### src/rtl/uart_frame_assembler_if.sv
// Byte-level signal bundle between Uart_Rx/Uart_Tx, the frame assembler and the CNN input buffer.
// The master modport is the assembler's view of the bundle.
interface uart_frame_assembler_if #(
    parameter int ADDR_W = 8
);
    logic [7:0]        RxByte;
    logic              RxBusy;
    logic              TxBusy;
    logic              TxSend;
    logic [7:0]        TxByte;
    logic              WrEn;
    logic [ADDR_W-1:0] WrAddr;
    logic [7:0]        WrData;
    logic              FrameDone;
    logic              FrameErr;

    modport master (
        input  RxByte, RxBusy, TxBusy,
        output TxSend, TxByte, WrEn, WrAddr, WrData, FrameDone, FrameErr
    );

    modport slave (
        output RxByte, RxBusy, TxBusy,
        input  TxSend, TxByte, WrEn, WrAddr, WrData, FrameDone, FrameErr
    );
endinterface

### src/rtl/uart_frame_assembler.sv
// Parses SYNC/LEN/payload/CSUM frames from Uart_Rx into buffer writes and requests an ACK/NAK byte.
// Optional inter-byte timeout is compiled in with `define FRAME_TIMEOUT_EN.
module uart_frame_assembler #(
    parameter logic [7:0] SYNC_BYTE = 8'hA5,
    parameter logic [7:0] ACK_BYTE  = 8'h06,
    parameter logic [7:0] NAK_BYTE  = 8'h15,
    parameter int         ADDR_W    = 8
`ifdef FRAME_TIMEOUT_EN
    ,
    parameter logic [19:0] TIMEOUT_CLK = 20'd86800
`endif
) (
    input logic CLK,
    input logic Reset_n,
    uart_frame_assembler_if.master bus
);

    typedef enum logic [2:0] {S_IDLE, S_LEN, S_PAYLOAD, S_CSUM, S_RESP} state_t;

    state_t            state, state_nxt;
    logic              busy_q;
    logic              rx_v;
    logic [7:0]        len_q, len_nxt;
    logic [7:0]        cnt_q, cnt_nxt;
    logic [8:0]        cnt_inc;
    logic [7:0]        sum_q, sum_nxt;
    logic [7:0]        resp_q, resp_nxt;
    logic              wr_en_q, wr_en_nxt;
    logic [ADDR_W-1:0] wr_addr_q, wr_addr_nxt;
    logic [7:0]        wr_data_q, wr_data_nxt;
    logic              done_q, done_nxt;
    logic              err_q, err_nxt;
    logic              tx_send_q, tx_send_nxt;
    logic [7:0]        tx_byte_q, tx_byte_nxt;

    assign rx_v = busy_q & ~bus.RxBusy;
    // Nine-bit increment so that len=255 is reached without cnt wrapping first.
    assign cnt_inc = {1'b0, cnt_q} + 9'd1;

`ifdef FRAME_TIMEOUT_EN
    logic [19:0] to_cnt_q, to_cnt_nxt;
    logic        timed_out;

    assign timed_out = (to_cnt_q == TIMEOUT_CLK);
`endif

    always_comb begin
        state_nxt   = state;
        len_nxt     = len_q;
        cnt_nxt     = cnt_q;
        sum_nxt     = sum_q;
        resp_nxt    = resp_q;
        wr_en_nxt   = 1'b0;
        wr_addr_nxt = wr_addr_q;
        wr_data_nxt = wr_data_q;
        done_nxt    = 1'b0;
        err_nxt     = 1'b0;
        tx_send_nxt = 1'b0;
        tx_byte_nxt = tx_byte_q;

        case (state)
            S_IDLE: begin
                if (rx_v && bus.RxByte == SYNC_BYTE)
                    state_nxt = S_LEN;
            end
            S_LEN: begin
                if (rx_v) begin
                    len_nxt = bus.RxByte;
                    if (bus.RxByte == 8'd0) begin
                        err_nxt   = 1'b1;
                        resp_nxt  = NAK_BYTE;
                        state_nxt = S_RESP;
                    end else begin
                        cnt_nxt   = '0;
                        sum_nxt   = '0;
                        state_nxt = S_PAYLOAD;
                    end
                end
            end
            S_PAYLOAD: begin
                if (rx_v) begin
                    wr_en_nxt   = 1'b1;
                    wr_addr_nxt = ADDR_W'(cnt_q);
                    wr_data_nxt = bus.RxByte;
                    sum_nxt     = sum_q + bus.RxByte;
                    cnt_nxt     = cnt_inc[7:0];
                    if (cnt_inc == {1'b0, len_q})
                        state_nxt = S_CSUM;
                end
            end
            S_CSUM: begin
                if (rx_v) begin
                    if (bus.RxByte == sum_q) begin
                        done_nxt = 1'b1;
                        resp_nxt = ACK_BYTE;
                    end else begin
                        err_nxt  = 1'b1;
                        resp_nxt = NAK_BYTE;
                    end
                    state_nxt = S_RESP;
                end
            end
            S_RESP: begin
                if (!bus.TxBusy) begin
                    tx_send_nxt = 1'b1;
                    tx_byte_nxt = resp_q;
                    state_nxt   = S_IDLE;
                end
            end
            default: state_nxt = S_IDLE;
        endcase

`ifdef FRAME_TIMEOUT_EN
        // Mid-frame states act on nothing when rx_v is low, so the timeout can override them here.
        to_cnt_nxt = '0;
        if ((state == S_LEN || state == S_PAYLOAD || state == S_CSUM) && !rx_v) begin
            if (timed_out) begin
                err_nxt   = 1'b1;
                state_nxt = S_IDLE;
            end else begin
                to_cnt_nxt = to_cnt_q + 20'd1;
            end
        end
`endif
    end

    always_ff @(posedge CLK or negedge Reset_n) begin
        if (!Reset_n) begin
            state     <= S_IDLE;
            busy_q    <= 1'b0;
            len_q     <= '0;
            cnt_q     <= '0;
            sum_q     <= '0;
            resp_q    <= '0;
            wr_en_q   <= 1'b0;
            wr_addr_q <= '0;
            wr_data_q <= '0;
            done_q    <= 1'b0;
            err_q     <= 1'b0;
            tx_send_q <= 1'b0;
            tx_byte_q <= '0;
        end else begin
            state     <= state_nxt;
            busy_q    <= bus.RxBusy;
            len_q     <= len_nxt;
            cnt_q     <= cnt_nxt;
            sum_q     <= sum_nxt;
            resp_q    <= resp_nxt;
            wr_en_q   <= wr_en_nxt;
            wr_addr_q <= wr_addr_nxt;
            wr_data_q <= wr_data_nxt;
            done_q    <= done_nxt;
            err_q     <= err_nxt;
            tx_send_q <= tx_send_nxt;
            tx_byte_q <= tx_byte_nxt;
        end
    end

`ifdef FRAME_TIMEOUT_EN
    always_ff @(posedge CLK or negedge Reset_n) begin
        if (!Reset_n)
            to_cnt_q <= '0;
        else
            to_cnt_q <= to_cnt_nxt;
    end
`endif

    assign bus.WrEn      = wr_en_q;
    assign bus.WrAddr    = wr_addr_q;
    assign bus.WrData    = wr_data_q;
    assign bus.FrameDone = done_q;
    assign bus.FrameErr  = err_q;
    assign bus.TxSend    = tx_send_q;
    assign bus.TxByte    = tx_byte_q;

endmodule

### src/flat_wrapper.sv
// flat-port wrapper written by rule: the top's interface ports become plain ports
module uart_frame_assembler_flat 
#(
    parameter logic [7:0] SYNC_BYTE = 8'hA5,
    parameter logic [7:0] ACK_BYTE  = 8'h06,
    parameter logic [7:0] NAK_BYTE  = 8'h15,
    parameter int         ADDR_W    = 8

)
  (CLK, Reset_n, bus_RxByte, bus_RxBusy, bus_TxBusy, bus_TxSend, bus_TxByte, bus_WrEn, bus_WrAddr, bus_WrData, bus_FrameDone, bus_FrameErr);
  uart_frame_assembler_if #(.ADDR_W(ADDR_W)) bus_i ();
  input logic CLK;
  input logic Reset_n;
  input wire logic [$bits(bus_i.RxByte)-1:0] bus_RxByte;
  input wire logic [$bits(bus_i.RxBusy)-1:0] bus_RxBusy;
  input wire logic [$bits(bus_i.TxBusy)-1:0] bus_TxBusy;
  output wire logic [$bits(bus_i.TxSend)-1:0] bus_TxSend;
  output wire logic [$bits(bus_i.TxByte)-1:0] bus_TxByte;
  output wire logic [$bits(bus_i.WrEn)-1:0] bus_WrEn;
  output wire logic [$bits(bus_i.WrAddr)-1:0] bus_WrAddr;
  output wire logic [$bits(bus_i.WrData)-1:0] bus_WrData;
  output wire logic [$bits(bus_i.FrameDone)-1:0] bus_FrameDone;
  output wire logic [$bits(bus_i.FrameErr)-1:0] bus_FrameErr;
  assign bus_i.RxByte = bus_RxByte;
  assign bus_i.RxBusy = bus_RxBusy;
  assign bus_i.TxBusy = bus_TxBusy;
  assign bus_TxSend = bus_i.TxSend;
  assign bus_TxByte = bus_i.TxByte;
  assign bus_WrEn = bus_i.WrEn;
  assign bus_WrAddr = bus_i.WrAddr;
  assign bus_WrData = bus_i.WrData;
  assign bus_FrameDone = bus_i.FrameDone;
  assign bus_FrameErr = bus_i.FrameErr;
  uart_frame_assembler #(.SYNC_BYTE(SYNC_BYTE), .ACK_BYTE(ACK_BYTE), .NAK_BYTE(NAK_BYTE), .ADDR_W(ADDR_W)) u_core (.CLK(CLK), .Reset_n(Reset_n), .bus(bus_i));
endmodule
### config.mk
export PLATFORM = sky130hd
export DESIGN_NAME = uart_frame_assembler_flat
export DESIGN_NICKNAME = d
export VERILOG_FILES = /design/src/rtl/uart_frame_assembler_if.sv /design/src/rtl/uart_frame_assembler.sv /design/src/flat_wrapper.sv
export SDC_FILE = /design/constraint.sdc
export NUM_CORES = 1
export LEC_CHECK = 0
export CAP_MARGIN = 20
export CORE_UTILIZATION = 58
export DETAILED_ROUTE_END_ITERATION = 7
export PLACE_DENSITY = 0.86
export SLEW_MARGIN = 20
export SYNTH_ARGS = -nofsm -noshare
export SYNTH_HDL_FRONTEND = slang
export SYNTH_SLANG_ARGS = --single-unit
### constraint.sdc
create_clock -name CLK -period 5.6 [get_ports CLK]
set_input_delay 1.4 -clock CLK [delete_from_list [all_inputs] [get_ports CLK]]
set_output_delay 1.4 -clock CLK [all_outputs]
set_load 0.02 [all_outputs]
# Word-level counts from Yosys, hierarchy flattened
# Cells that the tools add are included.
[word_totals]
reg_bits = 64
elab_cells = 75
out_inout_bits = 28
in_bits = 12
[op_classes]
n_reduce_logical = 11
bitwise = 3
mux = 31
addsub = 2
eq_ne = 15
[op_table]
columns = ["cell", "count"]
rows = [
  ["8-bit 2-to-1 mux", 7],
  ["8-bit case mux with 2 select lines", 3],
  ["3-bit 2-to-1 mux", 7],
  ["3-bit case mux with 5 select lines", 1],
  ["2-bit by 1-bit inequality test with 1-bit output, second input constant", 6],
  ["1-bit 2-to-1 mux", 11],
  ["8-bit by 1-bit adder with 9-bit output, second input constant", 1],
  ["9-bit by 8-bit == test with 1-bit output", 1],
  ["8-bit adder", 1],
  ["8-bit == test", 1],
  ["8-bit == test, second input constant", 1],
  ["8-bit logical NOT", 1],
  ["4-bit AND reduction", 2],
  ["3-bit by 2-bit == test with 1-bit output, second input constant", 2],
  ["2-bit AND reduction", 3],
  ["6-bit AND reduction", 1],
  ["5-bit 2-to-1 mux", 1],
  ["2-bit inequality test, second input constant", 2],
  ["2-bit nonzero test", 2],
  ["3-bit by 1-bit == test with 1-bit output, second input constant", 1],
  ["3-bit == test, second input constant", 1],
  ["3-bit logical NOT", 1],
  ["1-bit inverter", 2],
  ["1-bit case mux with 2 select lines", 1],
  ["2 further kinds", 2],
]

# Longest topological paths before layout
# Gate-level depths: netlist of the first run.
[logic_depth]
depth_word = 5
mapped_depth = 8
mapped_depth_nobuf = 7

# Worst setup path after synthesis of the first run
# OpenSTA, ideal clock, no wires.
[synth_timing]
kind = "input-to-reg"
startpoint = "in bus_RxByte[1]"
endpoint = "reg u_core.sum_q[7]"
slack_ns = 2.640
setup_ns = 0.124
arrival_ns = 2.836
n_path_buf = 0
required_ns = 5.476
path_stages = 6
cell_sequence = "ha_1 a211oi_1 o21ai_0 a211o_1 and3_1 a211o_1"
[synth_between]
elab_chain_len = 3
elab_cells_between_ends = 6
classes_between = "1 x add/sub; 1 x eq/ne; 2 x mux; 2 x reduce/logical"
[synth_rtl]
columns = ["element", "line", "text"]
rows = [
  ["from (decl)", "flat_wrapper.sv:14", "input wire logic [$bits(bus_i.RxByte)-1:0] bus_RxByte;"],
  ["8-bit adder / 8-bit logical NOT (equally long branches)", "uart_frame_assembler.sv:85, uart_frame_assembler.sv:69", ""],
  ["8-bit 2-to-1 mux / 2-bit inequality test (equally long branches)", "-", ""],
  ["8-bit case mux with 2 select lines / 4-bit AND reduction (equally long branches)", "-", ""],
  ["to (signal assigned)", "uart_frame_assembler.sv:147", "sum_q <= sum_nxt;"],
  ["to (decl)", "uart_frame_assembler.sv:26", "logic [7:0] sum_q, sum_nxt;"],
]
# Several ways; a longest one is shown, not always the timed one. The select of a mux whose other input is x is not followed.
# A chain may end at the register's enable or synchronous reset.

# Worst setup path in the final report of the first run
[layout_timing]
startpoint = "in bus_RxByte[0]"
endpoint = "reg u_core.sum_q[6]"
# The elaborated chain is that of the path after synthesis.

==> results of run 1 <==
critical path, stage by stage:
cell	delay (ns)
clkdlybuf4s50_1	0.52
ha_1	0.30
fa_1	0.43
a21o_1	0.18
a21o_1	0.21
a2111oi_0	0.46
a221oi_1	0.10
nand2_1	0.10
synthesized netlist by cell type (all sizes together) (4+ instances only):
master,instances
ha,8
clkbuf,5
nor2b,4
inv,6
a21oi,4
mux2,10
a22o,4
nor3,6
nor2,14
xnor2,7
xor2,4
o21ai,24
and3,6
dfrtp,54
nand2,65
nor4,5
a21o,6
nand2b,4
buf,12
kinds of logic (layout without fill, tap and decap cells):
logic type               count (synthesis)  in the layout  share of synthesized area, %
AND/OR/NAND/NOR                        117            117                         20.24
AO/OA/AOI/OAI                           57             57                         13.83
flip-flops                              54             54                         49.11
buffers and inverters                   23             50                         4.366
XOR/XNOR                                11             11                         3.502
multiplexers                            11             11                         4.457
adder cells (fa/ha/maj)                  9              9                         4.366
other                                    1              4                        0.1363
flip-flops by register name, summed over array words and instances, names as in the netlist:
name,count
u_core.bus.TxSend,1
u_core.state,3
u_core.resp_q,3
u_core.bus.WrData,8
u_core.bus.FrameErr,1
u_core.busy_q,1
u_core.sum_q,8
u_core.len_q,8
u_core.bus.FrameDone,1
u_core.bus.WrAddr,8
u_core.bus.WrEn,1
u_core.bus.TxByte,3
u_core.cnt_q,8
where the power goes:
group          internal [W]  switching, W  leakage, nW
clock              0.000100      0.000123       0.0482
combinational      0.000188      0.000215        0.779
sequential         0.000459     0.0000608        0.704
total              0.000747      0.000398         1.53
path summary, 6_finish.rpt:
kind,to,depth (start not counted),from,slack [ns]
worst max-delay path,u_core.sum_q[6],8,bus_RxByte[0],2.14
worst min-delay path,u_core.bus.WrAddr[7],2,u_core.bus.WrAddr[7],0.48
worst max register to register,u_core.sum_q[3],5,u_core.state[2],3.26
worst min register to register,u_core.bus.WrAddr[7],2,u_core.bus.WrAddr[7],0.48
max in group asynchronous,u_core.bus.TxSend,2,Reset_n,3.96
min in group asynchronous,u_core.bus.WrAddr[0],2,Reset_n,1.20
layout make-up:
cell class,count,share of cell area [%]
clock buffers,7,2.720
repair buffers,36,11.12
well taps,52,2.050
flip-flops and latches,54,42.57
clock inverters,1,0.1577
inverters,6,0.7095
multi-input cells,209,40.68
routing by layer:
layer  vias to the layer above  track usage [%]
li1                       1033                -
met1                      1034            31.07
met2                        57            42.84
met3                         8            4.986
met4                         0            9.111
met5                         -                0
metrics by stage:
stage                     setup slack [ns]  std cells
after floorplan                      2.640        286
after global placement               1.936        357
after detailed placement             1.799        357
after CTS                            2.142        365
after global routing                 1.989        365
final                                2.141        365
==> impl_metrics.tcl, run 1 <==
set metrics [dict create \
    highest_layer "met4" \
    cts.sinks 54 \
    async_flop_share_pct 100.0 \
    cp.arrival_ns 3.71 \
    ys.flop_type "dfrtp_1" \
    synthCells 283 \
    grt_pass1_vias 2056 \
    timing_hold_violations_final 0 \
    clock_path_buffers 2 \
    final_layout_size_suffix_gt1_share_pct 7.987 \
    n_antenna_cell 0 \
    via_per_inst 5.841 \
    antenna_found_initial 0 \
    dp_hpwl_um 3853 \
    io_pins 40 \
    min_period_over_period_pct 61.77 \
    yosys-top-cells-area "dfrtp_1 49%, nand2_1 8.9%, o21ai_0 4.2%, mux2_2 4.1%, ha_1 3.6%" \
    status "finished, final reports clean" \
    synth.avg_cell_area_um2 9.722 \
    drv_slew 0 \
    wl_um 5574 \
    hold_class "reg -> reg" \
    hold_ws_ns 0.4804 \
    track_usage_pct 24.81 \
    fin_nets 333 \
    seq_area_um2 1351 \
    synth_edf_count 0 \
    vias 2132 \
    synth_top_area_cell "dfrtp_1" \
    ys_warn_count 0 \
    critical_path_class "in -> reg" \
    coreArea_um2 4444 \
    wl_met3_um 198 \
    multi_input_area_um2 1291 \
    fillers 346 \
    critPathRequiredTime_ns 5.85 \
    dieArea_um2 5023 \
    grt-ovfl-total 0 \
    postLayoutCoreUtil_pct 71.42 \
    ys_types 50 \
    ctsHoldBuffers 0 \
    placedInstanceArea_um2 3083 \
    syn-cell-area_um2 2751 \
    routabilityCongestion 0.9072 \
    grt_max_degree 55 \
    drt_iter0_drc 232 \
    crit_path_end_kind "flop" \
    numCtsBuffers 5 \
    max_slew.worst_pin.slew_ns 0.8619 \
    final_cell_mix "65 x nand2_1, 54 x dfrtp_1, 34 x clkdlybuf4s50_1" \
    final_cell_area_um2 3174 \
    p_leak_nw 1.532 \
    port-buffer-count 35 \
    relSlewSlack_pct 42.48 \
    synth-seq-cells 54 \
    layout.cells.most_common "nand2_1" \
    initial_core_util_pct 61.91 \
    grt_first_pass_wirelength_um 9611 \
    routedWlPerCell_um 15.27 \
    cellPowerDensity_nw_per_um2 360.7 \
    clkTransAtPathRegs_ns 0.09 \
    ys_seq_area_share_pct 49.11 \
    path_max_fanout 5 \
    finalSetupTns_ns 0 \
    die_w_um 70.88 \
    rsz0062_at_grt "false" \
    area_growth_pct 15.37 \
    die_h_um 70.88 \
    finalSetupViolations 0 \
    cts_tree "yes" \
    layout_min_cycle_time_ns 3.459 \
    startpoint_type "primary input" \
    total_power_w 0.001145 \
    num_rows 24 \
    ant_nets 0 \
    drc 0 \
    synth_top_area_share_pct 49.11 \
    cts_root_buf "clkbuf_8" \
    fin_skew_ns 0.004359 \
    clk_latency_ns 0.31 \
    ir_worst_vdd_mv 0.2120 \
    drt_pass1_iterations 7 \
    postCtsSetupBuffers 0 \
    htreeDepth 2 \
    ctsResizeCount 0 \
    drv_cap 0 \
    wl_met2_um 2805 \
    wl_met1_um 2483 \
    max_freq_ghz 0.2891 \
]
Power figures use the tool's default switching activity.
==> run 2, diff against run 1 <==
Settings changed: CORE_UTILIZATION 58 to 49, PLACE_DENSITY 0.86 to 0.78.
Clock period 5.6 ns to 2.95 ns, I/O delays scaled along.
==> run 2 against run 1 <==
Against the previous run: global-route usage down 3.4 points; routed wire length grew 2.9%; critical endpoint is now u_core.sum_q[7]; clock power is 120% higher; highest routed layer unchanged; utilization down 8.2 points; design area rose by 4.9%; combinational power rose by 98%; power increased by 98%; critical path depth shrank 1; first-iteration DRC count down 46%.
==> impl_metrics.tcl, run 2 (same netlist as run 1, synthesis figures left out) <==
set metrics [dict create \
    routedWlPerCell_um 14.45 \
    path_cells "clkdlybuf4s50_1 -> ha_1 -> a211oi_1 -> o21ai_0 -> a211o_1 -> and3_1 -> a211o_1" \
    finalSetupTns_ns 0 \
    routabilityCongestion 0.8923 \
    port-buffer-count 35 \
    grt-ovfl-total 0 \
    final_cell_mix "65 x nand2_1, 54 x dfrtp_1, 34 x clkdlybuf4s50_1" \
    p_leak_nw 1.607 \
    grt_first_pass_wirelength_um 10090 \
    path_max_fanout 3 \
    post-place-ws_ns 0.08005 \
    n_antenna_cell 0 \
    timing_hold_violations_final 0 \
    clkPwrFrac_pct 21.7 \
    r2r-start "u_core.sum_q[1]" \
    critPathRequiredTime_ns 3.15 \
    die_h_um 76.94 \
    max_freq_ghz 0.3916 \
    die_w_um 76.94 \
    clkTransAtPathRegs_ns 0.10 \
    max_stage_delay_ns 0.44 \
    ctsHoldBuffers 0 \
    crit_top_cell "a211o_1" \
    drt_iter0_drc 125 \
    dp_hpwl_um 4041 \
    layout_min_cycle_time_ns 2.553 \
    postCtsSetupBuffers 0 \
    grt_max_degree 55 \
    numCtsBuffers 5 \
    via_per_inst 5.421 \
    min_period_over_period_pct 86.55 \
    cp.arrival_ns 2.76 \
    cts.sinks 54 \
    area_growth_pct 21.01 \
    drt_pass1_iterations 4 \
    drv_slew 0 \
    hold_class "reg -> reg" \
    wl_um 5735 \
    status "finished, final reports clean" \
    coreArea_um2 5270 \
    crit_path_end_kind "flop" \
    io_pins 40 \
    layout.cells.most_common "nand2_1" \
    num_rows 26 \
    track_usage_pct 21.42 \
    ant_nets 0 \
    drc 0 \
    sw_frac_of_total_pct 33.64 \
    cellPowerDensity_nw_per_um2 682.3 \
    relSlewSlack_pct 55.21 \
    postLayoutCoreUtil_pct 63.18 \
    startpoint_type "primary input" \
    cts_root_buf "clkbuf_8" \
    initial_core_util_pct 52.21 \
    combPwrFrac_pct 35.0 \
    cts_tree "yes" \
    p_switching_w 0.0007641 \
    ir_worst_vdd_mv 0.4229 \
    multi_input_area_um2 1291 \
    fin_skew_ns 0.007350 \
    intPower_w 0.001507 \
    fin_nets 347 \
    antenna_found_initial 0 \
    seq_area_um2 1351 \
    drv_cap 0 \
    finalSetupViolations 0 \
    rsz0062_at_grt "false" \
    max_slew.worst_pin.slew_ns 0.6718 \
    dieArea_um2 5919 \
    crit_start "bus_RxByte[1]" \
    grt_pass1_vias 2193 \
    crit_slowest_cell "clkdlybuf4s50_1" \
    final_layout_size_suffix_gt1_share_pct 11.62 \
    finalWorstSetupSlack_ns 0.3967 \
    clock_path_buffers 2 \
    fillers 442 \
    vias 2152 \
    critical_path_class "in -> reg" \
    htreeDepth 2 \
    ctsResizeCount 0 \
    hp-start "u_core.resp_q[2]" \
    seqPwrFrac_pct 43.4 \
    clk_latency_ns 0.31 \
]
run 2: cell count changes in the layout (fill, tap and decap cells not counted), sizes merged:
cell | previous run | this run
bufinv | 0 | 1
buf | 2 | 16
clkinv | 1 | 0
run 2: layout make-up:
type	instances	share of cell area [%]
Sequential cell	54	40.59
Clock buffer	7	2.292
Clock inverter	1	0.9019
Tap cell	70	2.631
Inverter	6	0.6764
Timing Repair Buffer	50	14.13
Multi-Input combinational cell	209	38.78
run 2: critical path, delay by kind of cell:
family	cells	cell delay, ns
and+or+nand+nor	1	0.17
AOI/OAI and AO/OA	4	1.08
buffers and inverters	1	0.44
adders and majority gates	1	0.32
run 2: path summary, 6_finish.rpt:
| path | to | slack [ns] | depth (start not counted) |
|---|---|---|---|
| setup / recovery | u_core.sum_q[7] | 0.40 | 7 |
| hold / removal | u_core.resp_q[2] | 0.47 | 1 |
| setup reg to reg | u_core.sum_q[7] | 0.86 | 6 |
| hold reg to reg | u_core.resp_q[2] | 0.47 | 1 |
| max in group asynchronous | u_core.len_q[4] | 1.96 | 2 |
| min in group asynchronous | u_core.bus.WrEn | 0.54 | 2 |
run 2: layer usage:
layer	vias to the layer above	GRT usage (%)	share of wire, %
met5	-	0	0
met4	0	7.115	1.2
met3	6	3.571	4.1
met2	53	37.05	49
met1	1029	27.05	46
li1	1064	-	-
run 2: per-stage QoR:
step / hold slack, ns / instances / power (W) / area, um2
final: 0.4748 / 397 / 0.002272 / 3329
after global routing: 0.4939 / 397 / 0.002425 / 3329
after CTS: 0.4782 / 397 / 0.002285 / 3329
after detailed placement: 0.4566 / 389 / 0.001790 / 3223
after global placement: 0.4508 / 389 / 0.001762 / 3223
after floorplan: 0.4334 / 286 / 0.001506 / 2763
run 2: power groups by stage:
stage	clock, W	combinational (W)	sequential (W)
finish	0.000492	0.000795	0.000985
detailed placement	0	0.000792	0.000998
global route	0.000541	0.000880	0.00100
global placement	0	0.000770	0.000993
floorplan	0	0.000473	0.00103
CTS	0.000503	0.000797	0.000984
